==> config.mk <==
export PLATFORM = sky130hd
export DESIGN_NAME = table_writer_flat
export DESIGN_NICKNAME = d
export VERILOG_FILES = /design/src/rtl/table_writer_pkg.sv /design/src/rtl/table_writer_if.sv /design/src/rtl/table_writer_clr_cnt.sv /design/src/rtl/table_writer.sv /design/src/flat_wrapper.sv
export SDC_FILE = /design/constraint.sdc
export NUM_CORES = 1
export LEC_CHECK = 0
export CAP_MARGIN = 40
export CORE_MARGIN = 3
export CORE_UTILIZATION = 30
export CTS_CLUSTER_SIZE = 30
export DETAILED_ROUTE_END_ITERATION = 8
export MAX_ROUTING_LAYER = met4
export PLACE_DENSITY = 0.67
export REMOVE_ABC_BUFFERS = 1
export SYNTH_ARGS = -nofsm -noshare
export SYNTH_HDL_FRONTEND = slang
export SYNTH_SLANG_ARGS = --single-unit
export TNS_END_PERCENT = 1
==> constraint.sdc <==
create_clock -name i_clk -period 3.8 [get_ports i_clk]
set_input_delay 0.76 -clock i_clk [delete_from_list [all_inputs] [get_ports i_clk]]
set_output_delay 0.76 -clock i_clk [all_outputs]
set_load 0.02 [all_outputs]
==> src/rtl/table_writer_pkg.sv <==
// Shared constants, FSM state encoding and entry-kind encodings for table_writer.
package table_writer_pkg;

  localparam int unsigned TW_STATE_W = 8;
  localparam int unsigned TW_CHARA_W = 4;
  localparam int unsigned TW_ADDR_W  = TW_STATE_W + TW_CHARA_W;

  typedef enum logic [1:0] {
    ST_IDLE   = 2'd0,
    ST_CLEAR  = 2'd1,
    ST_LOAD   = 2'd2,
    ST_FINISH = 2'd3
  } tw_state_e;

  localparam logic KIND_GOTO = 1'b0;
  localparam logic KIND_FAIL = 1'b1;

endpackage

==> src/rtl/table_writer_if.sv <==
// Entry-stream, table write ports and status bundle for table_writer.
interface table_writer_if
  import table_writer_pkg::*;
#(
  parameter int unsigned STATE_W = TW_STATE_W,
  parameter int unsigned CHARA_W = TW_CHARA_W,
  parameter int unsigned ADDR_W  = TW_ADDR_W
) ();

  logic               start;
  logic               in_valid;
  logic               in_ready;
  logic               in_kind;
  logic [STATE_W-1:0] in_state;
  logic [CHARA_W-1:0] in_chara;
  logic [STATE_W-1:0] in_data;
  logic               in_last;

  logic               g_we;
  logic [ADDR_W-1:0]  g_addr;
  logic [STATE_W-1:0] g_wdata;
  logic               f_we;
  logic [ADDR_W-1:0]  f_addr;
  logic [STATE_W-1:0] f_wdata;

  logic               busy;
  logic               done;
  logic               err;
  logic [ADDR_W:0]    entry_cnt;

  modport master (
    output start, in_valid, in_kind, in_state, in_chara, in_data, in_last,
    input  in_ready, g_we, g_addr, g_wdata, f_we, f_addr, f_wdata,
    input  busy, done, err, entry_cnt
  );

  modport slave (
    input  start, in_valid, in_kind, in_state, in_chara, in_data, in_last,
    output in_ready, g_we, g_addr, g_wdata, f_we, f_addr, f_wdata,
    output busy, done, err, entry_cnt
  );

endinterface

==> src/rtl/table_writer_clr_cnt.sv <==
// Clear-sweep address counter with terminal flag; present only when
// TABLE_WRITER_CLEAR_EN is defined.
`ifdef TABLE_WRITER_CLEAR_EN
module table_writer_clr_cnt #(
  parameter int unsigned W = 12
) (
  input  logic         i_clk,
  input  logic         i_rst_n,
  input  logic         i_en,
  output logic [W-1:0] o_cnt,
  output logic         o_term_c
);

  // Counts while enabled, parks at zero otherwise so each sweep starts at 0.
  always_ff @(posedge i_clk or negedge i_rst_n) begin
    if (!i_rst_n) begin
      o_cnt <= '0;
    end else if (i_en) begin
      o_cnt <= o_cnt + W'(1);
    end else begin
      o_cnt <= '0;
    end
  end

  assign o_term_c = &o_cnt;

endmodule
`endif

==> src/rtl/table_writer.sv <==
// Builds goto/failure tables from an entry stream into two RAM write ports.
// TABLE_WRITER_CLEAR_EN: pre-zero both tables before loading.
module table_writer
  import table_writer_pkg::*;
#(
  parameter int unsigned STATE_W = TW_STATE_W,
  parameter int unsigned CHARA_W = TW_CHARA_W,
  parameter int unsigned ADDR_W  = TW_ADDR_W
) (
  input logic           i_clk,
  input logic           i_rst_n,
  table_writer_if.slave bus
);

  tw_state_e          r_state;
  logic               r_in_ready;
  logic               r_g_we;
  logic [ADDR_W-1:0]  r_g_addr;
  logic [STATE_W-1:0] r_g_wdata;
  logic               r_f_we;
  logic [ADDR_W-1:0]  r_f_addr;
  logic [STATE_W-1:0] r_f_wdata;
  logic               r_busy;
  logic               r_done;
  logic               r_err;
  logic [ADDR_W:0]    r_entry_cnt;

  logic               w_accept;
  logic               w_fail_bad;
  logic [CHARA_W-1:0] w_chara;

  assign w_accept = r_in_ready & bus.in_valid;
  assign w_chara  = bus.in_chara;

  // A failure link must point strictly lower; the root may only fail to itself.
  assign w_fail_bad = (bus.in_state != '0) ? (bus.in_data >= bus.in_state)
                                           : (bus.in_data != '0);

`ifdef TABLE_WRITER_CLEAR_EN
  logic [ADDR_W-1:0] w_clr_addr;
  logic              w_clr_term;

  table_writer_clr_cnt #(.W(ADDR_W)) u_clr_cnt (
    .i_clk    (i_clk),
    .i_rst_n  (i_rst_n),
    .i_en     (r_state == ST_CLEAR),
    .o_cnt    (w_clr_addr),
    .o_term_c (w_clr_term)
  );
`endif

  always_ff @(posedge i_clk or negedge i_rst_n) begin
    if (!i_rst_n) begin
      r_state     <= ST_IDLE;
      r_in_ready  <= 1'b0;
      r_g_we      <= 1'b0;
      r_g_addr    <= '0;
      r_g_wdata   <= '0;
      r_f_we      <= 1'b0;
      r_f_addr    <= '0;
      r_f_wdata   <= '0;
      r_busy      <= 1'b0;
      r_done      <= 1'b0;
      r_err       <= 1'b0;
      r_entry_cnt <= '0;
    end else begin
      r_g_we <= 1'b0;
      r_f_we <= 1'b0;
      r_done <= 1'b0;
      case (r_state)
        ST_IDLE: begin
          r_busy <= 1'b0;
          if (bus.start) begin
            r_busy      <= 1'b1;
            r_err       <= 1'b0;
            r_entry_cnt <= '0;
`ifdef TABLE_WRITER_CLEAR_EN
            r_state     <= ST_CLEAR;
`else
            r_state     <= ST_LOAD;
            r_in_ready  <= 1'b1;
`endif
          end
        end
`ifdef TABLE_WRITER_CLEAR_EN
        ST_CLEAR: begin
          r_g_we    <= 1'b1;
          r_g_addr  <= w_clr_addr;
          r_g_wdata <= '0;
          r_f_we    <= (w_clr_addr[ADDR_W-1:STATE_W] == '0);
          r_f_addr  <= ADDR_W'(w_clr_addr[STATE_W-1:0]);
          r_f_wdata <= '0;
          if (w_clr_term) begin
            r_state    <= ST_LOAD;
            r_in_ready <= 1'b1;
          end
        end
`endif
        ST_LOAD: begin
          if (w_accept) begin
            if (!(&r_entry_cnt)) begin
              r_entry_cnt <= r_entry_cnt + (ADDR_W+1)'(1);
            end
            if (bus.in_kind == KIND_GOTO) begin
              r_g_we    <= 1'b1;
              r_g_addr  <= ADDR_W'({bus.in_state, w_chara});
              r_g_wdata <= bus.in_data;
            end else if (w_fail_bad) begin
              r_err <= 1'b1;
            end else begin
              r_f_we    <= 1'b1;
              r_f_addr  <= ADDR_W'(bus.in_state);
              r_f_wdata <= bus.in_data;
            end
            if (bus.in_last) begin
              r_state    <= ST_FINISH;
              r_in_ready <= 1'b0;
            end
          end
        end
        ST_FINISH: begin
          r_done  <= 1'b1;
          r_state <= ST_IDLE;
        end
        default: begin
          r_state    <= ST_IDLE;
          r_in_ready <= 1'b0;
        end
      endcase
    end
  end

  assign bus.in_ready  = r_in_ready;
  assign bus.g_we      = r_g_we;
  assign bus.g_addr    = r_g_addr;
  assign bus.g_wdata   = r_g_wdata;
  assign bus.f_we      = r_f_we;
  assign bus.f_addr    = r_f_addr;
  assign bus.f_wdata   = r_f_wdata;
  assign bus.busy      = r_busy;
  assign bus.done      = r_done;
  assign bus.err       = r_err;
  assign bus.entry_cnt = r_entry_cnt;

endmodule

==> src/flat_wrapper.sv <==
// flat-port wrapper written by rule: the top's interface ports become plain ports
module table_writer_flat import table_writer_pkg::*;
#(
  parameter int unsigned STATE_W = TW_STATE_W,
  parameter int unsigned CHARA_W = TW_CHARA_W,
  parameter int unsigned ADDR_W  = TW_ADDR_W
)
  (i_clk, i_rst_n, bus_start, bus_in_valid, bus_in_kind, bus_in_state, bus_in_chara, bus_in_data, bus_in_last, bus_in_ready, bus_g_we, bus_g_addr, bus_g_wdata, bus_f_we, bus_f_addr, bus_f_wdata, bus_busy, bus_done, bus_err, bus_entry_cnt);
  table_writer_if #(.STATE_W(STATE_W), .CHARA_W(CHARA_W), .ADDR_W(ADDR_W)) bus_i ();
  input logic i_clk;
  input logic i_rst_n;
  input wire logic [$bits(bus_i.start)-1:0] bus_start;
  input wire logic [$bits(bus_i.in_valid)-1:0] bus_in_valid;
  input wire logic [$bits(bus_i.in_kind)-1:0] bus_in_kind;
  input wire logic [$bits(bus_i.in_state)-1:0] bus_in_state;
  input wire logic [$bits(bus_i.in_chara)-1:0] bus_in_chara;
  input wire logic [$bits(bus_i.in_data)-1:0] bus_in_data;
  input wire logic [$bits(bus_i.in_last)-1:0] bus_in_last;
  output wire logic [$bits(bus_i.in_ready)-1:0] bus_in_ready;
  output wire logic [$bits(bus_i.g_we)-1:0] bus_g_we;
  output wire logic [$bits(bus_i.g_addr)-1:0] bus_g_addr;
  output wire logic [$bits(bus_i.g_wdata)-1:0] bus_g_wdata;
  output wire logic [$bits(bus_i.f_we)-1:0] bus_f_we;
  output wire logic [$bits(bus_i.f_addr)-1:0] bus_f_addr;
  output wire logic [$bits(bus_i.f_wdata)-1:0] bus_f_wdata;
  output wire logic [$bits(bus_i.busy)-1:0] bus_busy;
  output wire logic [$bits(bus_i.done)-1:0] bus_done;
  output wire logic [$bits(bus_i.err)-1:0] bus_err;
  output wire logic [$bits(bus_i.entry_cnt)-1:0] bus_entry_cnt;
  assign bus_i.start = bus_start;
  assign bus_i.in_valid = bus_in_valid;
  assign bus_i.in_kind = bus_in_kind;
  assign bus_i.in_state = bus_in_state;
  assign bus_i.in_chara = bus_in_chara;
  assign bus_i.in_data = bus_in_data;
  assign bus_i.in_last = bus_in_last;
  assign bus_in_ready = bus_i.in_ready;
  assign bus_g_we = bus_i.g_we;
  assign bus_g_addr = bus_i.g_addr;
  assign bus_g_wdata = bus_i.g_wdata;
  assign bus_f_we = bus_i.f_we;
  assign bus_f_addr = bus_i.f_addr;
  assign bus_f_wdata = bus_i.f_wdata;
  assign bus_busy = bus_i.busy;
  assign bus_done = bus_i.done;
  assign bus_err = bus_i.err;
  assign bus_entry_cnt = bus_i.entry_cnt;
  table_writer #(.STATE_W(STATE_W), .CHARA_W(CHARA_W), .ADDR_W(ADDR_W)) u_core (.i_clk(i_clk), .i_rst_n(i_rst_n), .bus(bus_i));
endmodule
==> results of run 1 <==
==> cell families (layout without fill, tap and decap cells) <==
group / Yosys count / count (layout)
AO/OA/AOI/OAI: 28 / 28
multiplexers: 36 / 36
flip-flops: 57 / 57
buffers and inverters: 21 / 111
XOR/XNOR: 5 / 5
AND/OR/NAND/NOR: 59 / 59
adder cells (fa/ha/maj): 9 / 9
other: 1 / 4
==> cell type report <==
type	count	area, sq um
well taps	105	131
multi-input cells	141	1150
repair buffers	83	818
inverters	12	45.0
flip-flops and latches	57	1430
clock buffers	10	128
clock inverters	6	35.0
fillers	806	4690
==> power groups by stage <==
| stage | registers (uW) | logic (uW) | clock network [uW] |
|---|---|---|---|
| after floorplan | 1290 | 316 | 0 |
| after global placement | 1010 | 1200 | 0 |
| after detailed placement | 1020 | 1220 | 0 |
| after CTS | 1010 | 1220 | 502 |
| after global routing | 1050 | 1280 | 532 |
| final | 1010 | 1200 | 477 |
==> path summary, 6_finish.rpt <==
kind / start / to / slack [ns]
max: bus_in_state[2] / u_core.bus.f_addr[4]$_DFFE_PN0P_ / 0.97
max in group asynchronous: i_rst_n / u_core.bus.entry_cnt[12]$_DFFE_PN0P_ / 2.49
max reg2reg: u_core.r_state[1]$_DFFE_PN0P_ / u_core.bus.g_addr[11]$_DFFE_PN0P_ / 1.57
min reg2reg: u_core.bus.g_wdata[3]$_DFFE_PN0P_ / u_core.bus.g_wdata[3]$_DFFE_PN0P_ / 0.51
min: i_rst_n / u_core.bus.g_wdata[4]$_DFFE_PN0P_ / 0.48
min in group i_clk: u_core.bus.g_wdata[3]$_DFFE_PN0P_ / u_core.bus.g_wdata[3]$_DFFE_PN0P_ / 0.51
==> layer usage <==
metal	wire (microns)	global-route usage, %	part of all wire [%]	up-vias
met5	0	-	0	-
met3	458	6.12	7.3	10
li1	-	-	-	940
met4	70	4.15	1.1	0
met1	2730	16.1	44	975
met2	3020	21.0	48	64
==> state kept, by name, summed over array words and instances (netlist names) <==
| signal | flops |
|---|---|
| u_core.r_state | 2 |
| u_core.bus.f_we | 1 |
| u_core.bus.g_we | 1 |
| u_core.bus.busy | 1 |
| u_core.bus.done | 1 |
| u_core.bus.entry_cnt | 13 |
| u_core.bus.err | 1 |
| u_core.bus.f_wdata | 8 |
| u_core.bus.g_wdata | 8 |
| u_core.bus.f_addr | 8 |
| u_core.bus.g_addr | 12 |
| u_core.bus.in_ready | 1 |
==> synth_stat cells (2+ instances only) <==
cell type,n
a211oi_1,2
nor2b_1,4
and2_1,3
xnor2_1,3
nor4_1,2
mux2_4,9
a21o_1,2
ha_1,9
or4_1,3
and3_1,3
nand2_1,11
or4_4,2
buf_2,3
nand3_1,7
a31o_2,2
nand2b_1,2
buf_4,4
inv_1,12
mux2_2,27
nor2_1,15
o211ai_1,2
nand4_1,4
dfrtp_1,57
o21ai_0,6
xor2_1,2
a21oi_1,4
==> metrics by stage <==
| stage | hold WS (ns) | total power (uW) | cell area, sq um | std cells | setup slack [ns] |
|---|---|---|---|---|---|
| final | 0.475 | 2690 | 3730 | 414 | 0.970 |
| after global routing | 0.517 | 2850 | 3730 | 414 | 0.889 |
| after CTS | 0.496 | 2740 | 3730 | 414 | 0.967 |
| after detailed placement | 0.492 | 2230 | 3570 | 398 | 0.591 |
| after global placement | 0.490 | 2220 | 3570 | 398 | 0.624 |
| after floorplan | 0.464 | 1610 | 2620 | 210 | 1.25 |
==> flow_summary.ini, run 1 <==
[timing]
clock_skew_ns = 0.00529
drv_slew = 0
slew_headroom_pct = 51.6
tightest_slew_ns = 0.726
finalCritPeriodShare_pct = 74.5
hold_viol_final = 0
fmax_ghz = 0.353
tns_ns = 0
rsz0062_at_grt = no
setup_viol = 0
min_period_ns = 2.83

[power_and_ir_drop]
swShare_pct = 35.9
leakagePower_uw = 0.00163
p_int_uw = 1730
clock_power_share_pct = 17.7
comb_power_share_pct = 44.8
power.density_nw_per_um2 = 721
pwr-share-seq_pct = 37.5
ir_worst_vdd_uv = 331
p_switching_uw = 966

[synth]
yosys_warnings = 0
synth_top_cell_by_area = dfrtp_1
seq_area_frac_synth_pct = 53.4
synthSimpleGateAreaFrac_pct = 11.9
synth.distinct_cells = 42
synth_top_area_share_pct = 53.4
synthAdderAreaFrac_pct = 4.22
postSynthCellCount = 216
synth_compound_area_share_pct = 8.16
synth_xor_area_share_pct = 1.64
synth_ff_type = dfrtp_1
synth_top_family_by_area = multiplexers
ys_async_sr_fraction_pct = 100
synthMuxAreaShare_pct = 16.5
syn_area_sq_um = 2670
synth_area_leaders = dfrtp_1 (53%), mux2_2 (11%), mux2_4 (5.1%), ha_1 (4.2%), nor2_1 (2.1%)
avgSynthCellArea_sq_um = 12.4
yosys_register_bits = 57
synth_edf_count = 0

[outcome]
status = completed

[setup_path]
arrival_ns = 3.05
r2r_cells = 5
start_kind = input pin
crit_required_ns = 4.02
cp_num_buf_inv = 2
critPathCaptureType = flip-flop
slowest_stage = or4_4
path_max_fanout = 9
crit_family = buffers and inverters
crit_chain = clkdlybuf4s50_1 -> or4_4 -> o221ai_2 -> a21oi_2 -> o211ai_4 -> buf_4 -> mux2_2
cp.depth = 7
slowest_delay_ns = 0.57
crit_type = input pin to flip-flop

[cells_and_area]
final_common_cell = clkdlybuf4s50_1
n_antenna_cell = 0
fin_util_pct = 44.3
drive_gt1_share_pct = 20.7
final_nets = 339
layout.cells.most_common_list = clkdlybuf4s50_1 (79), dfrtp_1 (57), mux2_2 (27)
area_growth_pct = 39.8

[drt]
drc = 0
drt-initial-drc-count = 29
wl_per_cell_microns = 15.2
routed_via_density = 4.80
ant_nets = 0
dr.pass1.iters = 4
wirelength_microns = 6280
vias = 1989

[floorplan]
core_sq_um = 8420
initial_utilization_pct = 31.7
rows = 33
die-height_microns = 100
fp.dieW_microns = 100
die_area_sq_um = 10100
io_pins = 85

[placement]
place_congestion = 0.786
dp_hpwl_microns = 4650
io_buffers = 80

[clock_network]
clkSlewWorstSetupHoldPaths_ns = 0.07
cts_hold_buffers = 0
htree_levels = 3
cts-resized-gates = 0
insertion_delay_ns = 0.33
numCtsBuffers = 9
clk_path_buf_depth = 2
cts_tree = built
root_buffer = clkbuf_8
clock_sinks = 57
post_cts_buffers = 0

[global_route]
grt_pass1_vias = 2059
grt_use_total_pct = 13.7
grt_max_degree = 33
antenna_found_initial = 0
grt_pass1_wl_microns = 10300
gr-total-overflow = 0

[min_path]
min_path_type = input pin to async pin

[flow_run]
cap_violations = 0
Power figures use the tool's default switching activity.
==> run 2, diff against run 1 <==
==> constraint.sdc (replaced) <==
create_clock -name i_clk -period 2.9 [get_ports i_clk]
set_input_delay 0.58 -clock i_clk [delete_from_list [all_inputs] [get_ports i_clk]]
set_output_delay 0.58 -clock i_clk [all_outputs]
set_load 0.02 [all_outputs]
==> run 2 against run 1 <==
  * Worst hold slack lost 0.23 ns
  * Global-route usage grew 0.062 points
  * Wire length grew 0.94%
  * Worst setup slack worse by 0.54 ns
  * Clock power rose by 74%
  * Core utilization grew 1.3 points
  * Combinational power rose by 33%
==> flow_summary.ini, run 2 (synthesized netlist as in run 1, its figures left out) <==
[setup_path]
path_max_fanout = 8
crit_required_ns = 3.11
arrival_ns = 2.68
r2r_cells = 5
crit_type = input pin to flip-flop
critPathCaptureType = flip-flop
reg2reg_to = u_core.bus.g_addr[8]$_DFFE_PN0P_
start_kind = input pin
ff2ff_setup_slack_ns = 0.85
reg2reg_from = u_core.r_state[1]$_DFFE_PN0P_

[drt]
vias = 1992
dr.pass1.iters = 4
drc = 0
routed_via_density = 4.78
wirelength_microns = 6340
wl_per_cell_microns = 15.2
ant_nets = 0
drt-initial-drc-count = 37

[timing]
tightest_slew_ns = 0.505
finalCritPeriodShare_pct = 85.1
slew_headroom_pct = 65.4
fin_hold_ws_ns = 0.241
drv_slew = 0
setup_viol = 0
hold_viol_final = 0
min_period_ns = 2.47
clock_skew_ns = 0.0114
fmax_ghz = 0.405
tns_ns = 0
rsz0062_at_grt = no

[floorplan]
io_pins = 85
die-height_microns = 100
rows = 33
initial_utilization_pct = 31.7
core_sq_um = 8420
die_area_sq_um = 10100
fp.dieW_microns = 100

[cells_and_area]
area_growth_pct = 43.8
fin_util_pct = 45.6
post_layout_nonfiller_instances = 417
final_common_cell = clkdlybuf4s50_1
n_antenna_cell = 0
drive_gt1_share_pct = 20.8
final_nets = 342
layout.cells.most_common_list = clkdlybuf4s50_1 (79), dfrtp_1 (57), mux2_2 (27)
largest_reg_flops = 13

[power_and_ir_drop]
power.density_nw_per_um2 = 975
p_total_uw = 3740
ir_worst_vdd_uv = 582
leakagePower_uw = 0.00169

[global_route]
grt_pass1_wl_microns = 10500
grt_max_degree = 58
antenna_found_initial = 0
gr-total-overflow = 0
grt_pass1_vias = 2115
grt_use_total_pct = 13.7

[clock_network]
root_buffer = clkbuf_8
clkSlewWorstSetupHoldPaths_ns = 0.07
numCtsBuffers = 9
cts_tree = built
cts-resized-gates = 0
clk_path_buf_depth = 2
post_cts_buffers = 0
clock_sinks = 57
insertion_delay_ns = 0.33
cts_hold_buffers = 0
htree_levels = 3

[placement]
place_congestion = 0.850
io_buffers = 80
place_inst = 401
dp_hpwl_microns = 4670

[flow_run]
cap_violations = 0

[outcome]
status = completed

[min_path]
min_path_type = input pin to async pin
run 2: cell count changes in the layout (fill, tap and decap cells not counted):
cell,previous run,this run
clkbuf_1,1,3
bufinv_16,0,2
clkinvlp_4,2,0
clkinv_2,4,0
buf_4,3,4
buf_12,0,2
clkbuf_8,9,11
run 2: worst max path at each step:
stage                                              from                           endpoint  cells past startpoint
after floorplan           u_core.r_state[1]$_DFFE_PN0P_   u_core.bus.g_addr[0]$_DFFE_PN0P_                      4
after global placement                  bus_in_state[2]   u_core.bus.f_addr[0]$_DFFE_PN0P_                      7
after detailed placement                bus_in_state[6]  u_core.bus.f_wdata[7]$_DFFE_PN0P_                      7
after CTS                               bus_in_state[6]   u_core.bus.f_addr[0]$_DFFE_PN0P_                      7
after global routing                     bus_in_data[0]   u_core.bus.f_addr[0]$_DFFE_PN0P_                      9
final                                   bus_in_state[6]  u_core.bus.f_wdata[7]$_DFFE_PN0P_                      7
run 2: cell type report:
cell class,count,area (sq um)
clock buffers,14,163
multi-input cells,141,1150
clock inverters,2,60.1
well taps,105,131
fillers,784,4580
flip-flops and latches,57,1430
repair buffers,86,866
inverters,12,45.0
run 2: per-stage QoR:
| stage | instance area [sq um] | worst slack (ns) |
|---|---|---|
| after floorplan | 2620 | 0.467 |
| after global placement | 3620 | 0.133 |
| after detailed placement | 3620 | 0.0878 |
| after CTS | 3840 | 0.449 |
| after global routing | 3840 | 0.374 |
| final | 3840 | 0.431 |
run 2: critical path, cell delays in order:
cell and delay, ns:
clkdlybuf4s50_1 0.47, or4_4 0.58, o221ai_2 0.20, a21oi_2 0.08, o211ai_4 0.20, buf_4 0.22
mux2_2 0.35
run 2: layer usage:
metal	wire [microns]	track usage, %
met5	0	-
met4	47	3.32
met3	419	5.42
met2	3140	22.2
met1	2730	16.1
run 2: where the power goes:
group / leakage, uW / switching, uW / internal, uW
clock network: 0.000111 / 299 / 532
registers: 0.000714 / 213 / 1110
logic: 0.000864 / 734 / 854
==> run 3, diff against run 2 <==
--- a/config.mk
+++ b/config.mk
@@ -6,7 +6,6 @@
 export NUM_CORES = 1
 export LEC_CHECK = 0
 export CAP_MARGIN = 40
-export CORE_MARGIN = 3
 export CORE_UTILIZATION = 30
 export CTS_CLUSTER_SIZE = 30
 export DETAILED_ROUTE_END_ITERATION = 8
==> run 3 against run 2 <==
  * Cell count rose by 0.72%
  * Worst hold slack improved by 0.13 ns
  * Via count rose by 1.5%
  * Sequential power barely moved
  * First-iteration DRC count rose by 27%
  * Clock power fell by 3.2%
  * Global-route usage rose by 1.4 points
  * Sequential share of layout area rose by 0.33 points
  * Cell area fell by 0.88%
  * Count of clock-buffer cells in the layout fell by 4
  * Combinational power barely moved
  * Largest power group unchanged
==> flow_summary.ini, run 3 (synthesized netlist as in run 1, its figures left out) <==
[drt]
wirelength_microns = 6230
routed_via_density = 4.81
drt-initial-drc-count = 47
wl_per_cell_microns = 14.8
dr.pass1.iters = 4
ant_nets = 0
drc = 0
vias = 2021

[clock_network]
cts_hold_buffers = 0
cts_tree = built
post_cts_buffers = 0
clock_sinks = 57
clkSlewWorstSetupHoldPaths_ns = 0.07
insertion_delay_ns = 0.34
cts-resized-gates = 0
clk_path_buf_depth = 2
numCtsBuffers = 9
htree_levels = 3
root_buffer = clkbuf_8

[cells_and_area]
area_growth_pct = 42.6
multi_input_area_sq_um = 1150
largest_reg_flops = 13
fillers = 846
final_nets = 342
layout.cells.most_common_list = clkdlybuf4s50_1 (79), dfrtp_1 (57), mux2_2 (27)
final_common_cell = clkdlybuf4s50_1
ff_latch_area_sq_um = 1430
drive_gt1_share_pct = 21.5
n_antenna_cell = 0

[min_path]
min_path_type = input pin to async pin

[global_route]
grt_pass1_wl_microns = 10100
grt_pass1_vias = 2053
gr-total-overflow = 0
grt_use_total_pct = 15.1
antenna_found_initial = 0
grt_max_degree = 58

[power_and_ir_drop]
p_int_uw = 2440
leakagePower_uw = 0.00167
pwr-share-seq_pct = 35.7
p_switching_uw = 1270
comb_power_share_pct = 42.6
clock_power_share_pct = 21.7
ir_worst_vdd_uv = 433
power.density_nw_per_um2 = 975
swShare_pct = 34.2

[setup_path]
start_kind = input pin
path_max_fanout = 7
critPathCaptureType = flip-flop
crit_type = input pin to flip-flop
arrival_ns = 2.64
crit_chain = clkdlybuf4s50_1 -> or4_4 -> o221ai_2 -> a21oi_2 -> o211ai_4 -> buf_4 -> mux2_2
slowest_stage = or4_4
slowest_delay_ns = 0.58
crit_required_ns = 3.13

[timing]
min_period_ns = 2.41
drv_slew = 0
fmax_ghz = 0.414
rsz0062_at_grt = no
clock_skew_ns = 0.00506
fin_hold_ws_ns = 0.375
tns_ns = 0
tightest_slew_ns = 0.733
slew_headroom_pct = 51.1
setup_viol = 0
hold_viol_final = 0
finalCritPeriodShare_pct = 83.3

[flow_run]
cap_violations = 0

[outcome]
status = completed

[floorplan]
io_pins = 85
rows = 34
die_area_sq_um = 9280
die-height_microns = 96.3
initial_utilization_pct = 30.8
core_sq_um = 8680
fp.dieW_microns = 96.3

[placement]
place_congestion = 0.781
dp_hpwl_microns = 4520
io_buffers = 80
-- run 3: cell count changes in the layout (fill, tap and decap cells not counted) --
cell / change
clkinvlp_4: +1
clkinv_2: +3
clkbuf_1: -2
buf_4: +2
buf_12: -2
clkbuf_8: -2
-- run 3: layer usage --
layer  part of all wire, %  track usage [%]
met3                   6.2             4.50
met1                    45             18.8
met5                     0                -
met4                   1.0             5.15
met2                    48             23.4
-- run 3: final timing paths --
kind / slack [ns] / depth (start not counted) / to / start
worst max-delay path: 0.49 / 7 / u_core.bus.f_wdata[7]$_DFFE_PN0P_ / bus_in_state[2]
worst min register to register: 0.50 / 1 / u_core.bus.err$_DFFE_PN0P_ / u_core.bus.err$_DFFE_PN0P_
worst max register to register: 0.88 / 5 / u_core.bus.g_addr[7]$_DFFE_PN0P_ / u_core.r_state[1]$_DFFE_PN0P_
worst min-delay path: 0.37 / 2 / u_core.bus.entry_cnt[3]$_DFFE_PN0P_ / i_rst_n
max in group asynchronous: 2.03 / 2 / u_core.bus.g_addr[1]$_DFFE_PN0P_ / i_rst_n
min in group i_clk: 0.50 / 1 / u_core.bus.err$_DFFE_PN0P_ / u_core.bus.err$_DFFE_PN0P_
-- run 3: power by group through the flow --
stage                     sequential (uW)  clock [uW]  combinational (uW)
after global placement               1320           0                1580
after floorplan                      1690           0                 414
after global routing                 1370         869                1680
after CTS                            1330         827                1600
final                                1330         805                1580
after detailed placement             1330           0                1590
-- run 3: layout make-up --
| class | instances | area share [%] |
|---|---|---|
| Sequential cell | 57 | 37.5 |
| Multi-Input combinational cell | 141 | 30.2 |
| Timing Repair Buffer | 86 | 22.1 |
| Tap cell | 108 | 3.55 |
| Clock buffer | 10 | 3.35 |
| Clock inverter | 6 | 2.17 |
| Inverter | 12 | 1.18 |
-- run 3: metrics by stage --
stage / std cells / total power (uW) / util [%] / instance area [sq um] / setup slack [ns]
floorplan: 210 / 2110 / - / 2620 / 0.467
global placement: 404 / 2900 / 41.4 / 3590 / 0.171
detailed placement: 404 / 2930 / 41.4 / 3590 / 0.122
CTS: 420 / 3750 / 43.8 / 3800 / 0.483
global route: 420 / 3920 / 43.8 / 3800 / 0.379
finish: 420 / 3710 / 43.8 / 3800 / 0.485
-- run 3: worst max-delay path, delay by kind of cell --
kind                   cells  cell delay (ns)
buffers and inverters      2             0.68
and+or+nand+nor            1             0.58
AOI/OAI and AO/OA          3             0.46
muxes                      1             0.34
